$ cat config.mk
export PLATFORM = sky130hd
export DESIGN_NAME = img_col_feeder
export DESIGN_NICKNAME = d
export VERILOG_FILES = /design/src/rtl/img_col_feeder.sv
export SDC_FILE = /design/constraint.sdc
export NUM_CORES = 1
export LEC_CHECK = 0
export CORE_MARGIN = 2
export CORE_UTILIZATION = 35
export CTS_CLUSTER_SIZE = 20
export DETAILED_ROUTE_END_ITERATION = 12
export PLACE_DENSITY = 0.59
export SLEW_MARGIN = 15
export SYNTH_ARGS = -nofsm -noshare
export SYNTH_HDL_FRONTEND = slang
export SYNTH_SLANG_ARGS = --single-unit
$ cat constraint.sdc
create_clock -name clk -period 4.32 [get_ports clk]
set_input_delay 1.08 -clock clk [delete_from_list [all_inputs] [get_ports clk]]
set_output_delay 1.08 -clock clk [all_outputs]
set_load 0.005 [all_outputs]
$ cat src/rtl/img_col_feeder.sv
// Column-word source for a 3-column image window buffer: scans a frame band by band from three
// row-bank memories and flags the cycles in which the downstream buffer holds a full 3x3 window.
module img_col_feeder #(
    parameter int unsigned IMG_W  = 8,
    parameter int unsigned IMG_H  = 8,
    parameter int unsigned PIX_W  = 8,
    parameter int unsigned ADDR_W = 6
) (
    input  logic                 clk,
    input  logic                 rst,
    input  logic                 start,
    output logic                 busy,
    output logic                 done,
    output logic                 mem_en,
    output logic [ADDR_W-1:0]    mem_addr0,
    output logic [ADDR_W-1:0]    mem_addr1,
    output logic [ADDR_W-1:0]    mem_addr2,
    input  logic [PIX_W-1:0]     mem_rdata0,
    input  logic [PIX_W-1:0]     mem_rdata1,
    input  logic [PIX_W-1:0]     mem_rdata2,
    output logic [3*PIX_W-1:0]   image_out,
    output logic                 out_valid,
    output logic                 window_valid,
    output logic [ADDR_W-1:0]    win_row,
    output logic [ADDR_W-1:0]    win_col
);

    localparam logic [ADDR_W-1:0] LastRow  = ADDR_W'(IMG_H - 3);
    localparam logic [ADDR_W-1:0] LastCol  = ADDR_W'(IMG_W - 1);
    localparam logic [ADDR_W-1:0] RowStep  = ADDR_W'(IMG_W);
    localparam logic [ADDR_W-1:0] RowStep2 = ADDR_W'(2 * IMG_W);
    localparam logic [ADDR_W-1:0] MinCol   = ADDR_W'(2);

    typedef enum logic [1:0] {
        StIdle,
        StStream,
        StDrain
    } state_t;

    state_t              state_q, state_d;
    logic [ADDR_W-1:0]   row_q, row_d;
    logic [ADDR_W-1:0]   col_q, col_d;
    logic [1:0]          drain_q, drain_d;
    logic                en_q, en_d;
    logic [ADDR_W-1:0]   addr0_q, addr0_d;
    logic [ADDR_W-1:0]   addr1_q, addr1_d;
    logic [ADDR_W-1:0]   addr2_q, addr2_d;

    // Read-data stage tags travel alongside the memory latency.
    logic                rd_valid_q;
    logic [ADDR_W-1:0]   rd_row_q;
    logic [ADDR_W-1:0]   rd_col_q;

    logic                out_valid_q;
    logic [3*PIX_W-1:0]  image_q;
    logic [ADDR_W-1:0]   out_row_q;
    logic [ADDR_W-1:0]   out_col_q;

    logic                win_valid_q;
    logic [ADDR_W-1:0]   win_row_q;
    logic [ADDR_W-1:0]   win_col_q;

    logic                last_addr;
    logic                win_ok;

    assign last_addr = (row_q == LastRow) && (col_q == LastCol);
    // Columns 0 and 1 of a band still share the buffer with the previous band's tail.
    assign win_ok    = out_valid_q && (out_col_q >= MinCol);

    always_comb begin
        state_d = state_q;
        row_d   = row_q;
        col_d   = col_q;
        drain_d = drain_q;
        en_d    = 1'b0;
        addr0_d = '0;
        addr1_d = '0;
        addr2_d = '0;
        unique case (state_q)
            StIdle: begin
                if (start) begin
                    state_d = StStream;
                    row_d   = '0;
                    col_d   = '0;
                    en_d    = 1'b1;
                    addr1_d = RowStep;
                    addr2_d = RowStep2;
                end
            end
            StStream: begin
                if (last_addr) begin
                    state_d = StDrain;
                    drain_d = '0;
                end else begin
                    // Row-major layout: band wrap is just the next linear address.
                    en_d    = 1'b1;
                    addr0_d = addr0_q + 1'b1;
                    addr1_d = addr1_q + 1'b1;
                    addr2_d = addr2_q + 1'b1;
                    if (col_q == LastCol) begin
                        col_d = '0;
                        row_d = row_q + 1'b1;
                    end else begin
                        col_d = col_q + 1'b1;
                    end
                end
            end
            StDrain: begin
                drain_d = drain_q + 2'd1;
                if (drain_q == 2'd2) begin
                    state_d = StIdle;
                end
            end
            default: state_d = StIdle;
        endcase
    end

    always_ff @(posedge clk or negedge rst) begin
        if (!rst) begin
            state_q <= StIdle;
            row_q   <= '0;
            col_q   <= '0;
            drain_q <= '0;
            en_q    <= 1'b0;
            addr0_q <= '0;
            addr1_q <= '0;
            addr2_q <= '0;
        end else begin
            state_q <= state_d;
            row_q   <= row_d;
            col_q   <= col_d;
            drain_q <= drain_d;
            en_q    <= en_d;
            addr0_q <= addr0_d;
            addr1_q <= addr1_d;
            addr2_q <= addr2_d;
        end
    end

    always_ff @(posedge clk or negedge rst) begin
        if (!rst) begin
            rd_valid_q  <= 1'b0;
            rd_row_q    <= '0;
            rd_col_q    <= '0;
            out_valid_q <= 1'b0;
            image_q     <= '0;
            out_row_q   <= '0;
            out_col_q   <= '0;
            win_valid_q <= 1'b0;
            win_row_q   <= '0;
            win_col_q   <= '0;
        end else begin
            rd_valid_q  <= en_q;
            rd_row_q    <= row_q;
            rd_col_q    <= col_q;
            out_valid_q <= rd_valid_q;
            image_q     <= rd_valid_q ? {mem_rdata0, mem_rdata1, mem_rdata2} : '0;
            out_row_q   <= rd_row_q;
            out_col_q   <= rd_col_q;
            win_valid_q <= win_ok;
            win_row_q   <= win_ok ? out_row_q : '0;
            win_col_q   <= win_ok ? out_col_q - MinCol : '0;
        end
    end

    assign busy         = (state_q != StIdle);
    assign done         = (state_q == StDrain) && (drain_q == 2'd2);
    assign mem_en       = en_q;
    assign mem_addr0    = addr0_q;
    assign mem_addr1    = addr1_q;
    assign mem_addr2    = addr2_q;
    assign image_out    = image_q;
    assign out_valid    = out_valid_q;
    assign window_valid = win_valid_q;
    assign win_row      = win_row_q;
    assign win_col      = win_col_q;

endmodule
==> flow_metrics.env <==
export IMPL_drtIter0Drc=82
export IMPL_required_ns=3.24
export IMPL_wl_per_cell_um=12.57
export IMPL_htreeDepth=3
export IMPL_cts_hold_buffers_added=0
export IMPL_peakVddDrop_mv=0.2956
export IMPL_yosys_top_cells_area="dfrtp_1, and2_1, nor2_1"
export IMPL_n_fill_cell=958
export IMPL_setup_tns_final_ns=0
export IMPL_die_h_um=106.8
export IMPL_area_growth_pct=32.72
export IMPL_ys_flop_type="dfrtp_1"
export IMPL_clockRootBuffer="clkbuf_8"
export IMPL_cts_tree="yes"
export IMPL_synth_cell_types=54
export IMPL_async_flop_share_pct=100.0
export IMPL_grt_pass1_vias=2248
export IMPL_holdCritStartpoint="rd_col_q[2]$_DFF_PN0_"
export IMPL_fin_worst_skew_ns=0.009588
export IMPL_ys_seq_area_share_pct=66.26
export IMPL_cts_resized=0
export IMPL_maxSlewViolCount=0
export IMPL_ys_ff_latch=98
export IMPL_synth_common_cells="dfrtp_1, and2_1, nor2_1"
export IMPL_synth_edf_count=0
export IMPL_rsz0062_at_grt="false"
export IMPL_synthCells=279
export IMPL_path_class="reg2out"
export IMPL_gp_congestion=0.7562
export IMPL_slew_headroom_pct=59.25
export IMPL_cts_sink_count=98
export IMPL_antenna_cells=0
export IMPL_clk_latency_ns=0.34
export IMPL_viasPerCell=4.425
export IMPL_r2r_start="row_q[0]$_DFFE_PN0P_"
export IMPL_critPathTopFamily="flip-flops"
export IMPL_grt_ovfl_total=0
export IMPL_clk_pin_slew_ns=0.09
export IMPL_worstMarginPinSlew_ns=0.6113
export IMPL_critPathSlowestCell="dfrtp_1"
export IMPL_syn_nets=314
export IMPL_placed_area_mm2=0.004690
export IMPL_num_vias=2261
export IMPL_critPathBufInv=1
export IMPL_p_per_area_mw_per_mm2=593.1
export IMPL_worst_ep_arrival_time_ns=1.90
export IMPL_crit_path_end_kind="primary output"
export IMPL_firstDrtPassIters=5
export IMPL_synth_area_per_cell_um2=13.27
export IMPL_cts_setup_buffers=0
export IMPL_sequentialPowerShare_pct=48.1
export IMPL_stdcell_area_mm2=0.004912
export IMPL_die_w_um=106.8
export IMPL_synthesis_area_mm2=0.003701
export IMPL_power_switching_w=0.0008272
export IMPL_fin_crit_ns=2.980
export IMPL_p_comb_share_pct=29.8
export IMPL_synth_most_common_cell="dfrtp_1"
export IMPL_grt_pass1_wl_mm=10.96
export IMPL_drtAntennaViolNets=0
export IMPL_cts_max_path_buffers=2
export IMPL_synth_top_area_cell="dfrtp_1"
export IMPL_maxCapViolCount=0
export IMPL_ys_warn_count=0
export IMPL_io_pins=86
export IMPL_place_hpwl_mm=4.491
export IMPL_numCtsBuffers=9
export IMPL_period_share_pct=68.97
export IMPL_cp_max_fo=13
export IMPL_place_port_buffers=85
export IMPL_hold_violations=0
export IMPL_cp_start_kind="register"
export IMPL_initial_core_util_pct=36.01
export IMPL_finalWirelength_mm=6.425
export IMPL_swShare_pct=28.40
export IMPL_max_freq_mhz=335.6
export IMPL_die_area_mm2=0.01141
export IMPL_crit_chain="nor2b_1 > and2_1 > clkdlybuf4s50_1"
export IMPL_power_total_w=0.002913
export IMPL_nets=406
export IMPL_critPathLaunch="state_q[1]$_DFFE_PN0P_"
export IMPL_synth_top_area_share_pct=66.26
export IMPL_drive_gt1_share_pct=10.93
export IMPL_internal_power_w=0.002086
export IMPL_antenna_found_initial=0
export IMPL_coreArea_mm2=0.01028
export IMPL_clkPwrFrac_pct=22.1
export IMPL_fp_row_count=37
export IMPL_setup_viol=0
export IMPL_power_leakage_nw=2.080
export IMPL_slowest_delay_ns=0.67
export IMPL_status="finished clean"
export IMPL_gr_usage_all_layers_pct=12.28
export IMPL_grt_max_degree=53
export IMPL_drc=0
export IMPL_hp_class="reg2reg"
==> power by group through the flow <==
| stage | clock network (W) | logic, W | registers (W) |
|---|---|---|---|
| 2_1_floorplan | 0 | 0.000448 | 0.00140 |
| 3_3_place_gp | 0 | 0.000865 | 0.00142 |
| 3_5_place_dp | 0 | 0.000878 | 0.00142 |
| 4_1_cts | 0.000677 | 0.000885 | 0.00141 |
| 5_1_grt | 0.000721 | 0.000973 | 0.00145 |
| 6_report | 0.000645 | 0.000867 | 0.00140 |
==> registers in the layout, indices dropped and copies added (netlist names) <==
| register | count |
|---|---|
| rd_col_q | 6 |
| mem_addr1 | 6 |
| rd_valid_q | 1 |
| row_q | 6 |
| mem_addr0 | 6 |
| out_valid | 1 |
| mem_addr2 | 6 |
| window_valid | 1 |
| win_row | 6 |
| mem_en | 1 |
| image_out | 24 |
| out_col_q | 6 |
| rd_row_q | 6 |
| win_col | 6 |
| col_q | 6 |
| state_q | 2 |
| drain_q | 2 |
| out_row_q | 6 |
==> stage by stage <==
stage	setup WS (ns)	instances	util [%]	hold slack (ns)
floorplan	2.331	279	-	0.3312
global placement	1.790	496	45.63	0.3338
detailed placement	1.750	496	45.63	0.3347
CTS	1.334	511	47.80	0.3488
global route	1.190	511	47.80	0.3626
finish	1.340	511	47.80	0.3534
==> metal layers <==
metal | track usage [%] | part of all wire (%)
met5 | 0 | 0
met4 | 5.009 | 0.84
met3 | 2.979 | 4.3
met2 | 19.20 | 51
met1 | 16.45 | 44
==> cell type report <==
class                      instances  area [µm²]  share of cell area [%]
clock buffer                      10       137.6                   2.802
clock inverter                     5       85.08                   1.732
inverter                          14       52.55                   1.070
multi-input combinational        161        1151                   23.43
sequential                        98        2452                   49.92
tap                              136       170.2                   3.464
timing repair buffer              87       863.3                   17.58
==> layout by cell type, fill, tap and decap left out, drive strengths merged, types with 8 or more instances in the layout <==
cell type and instances:
clkdlybuf4s50 84, nand2 10, nor2 29, and2 33
clkbuf 10, xnor2 9, dfrtp 98, ha 8
inv 16, nand3 11
==> logic make-up (layout without fill, tap and decap cells) <==
| group | count (synthesis) | count (layout) | share of synthesized area, % |
|---|---|---|---|
| AO/OA/AOI/OAI | 28 | 28 | 7.337 |
| flip-flops | 98 | 98 | 66.26 |
| buffers and inverters | 20 | 116 | 2.637 |
| adder cells (fa/ha/maj) | 8 | 8 | 2.705 |
| AND/OR/NAND/NOR | 105 | 105 | 16.06 |
| multiplexers | 4 | 4 | 1.217 |
| XOR/XNOR | 16 | 16 | 3.786 |
==> worst paths after layout <==
path / slack, ns / endpoint / cells past startpoint
min in group asynchronous: 0.54 / row_q[1]$_DFFE_PN0P_ / 1
max in group asynchronous: 2.97 / image_out[23]$_DFF_PN0_ / 2
worst min-delay path: 0.35 / out_col_q[2]$_DFF_PN0_ / 0
worst max-delay path: 1.34 / done / 3
worst max register to register: 2.49 / col_q[3]$_DFFE_PN0P_ / 5
worst min register to register: 0.35 / out_col_q[2]$_DFF_PN0_ / 0
Power figures use the tool's default switching activity.
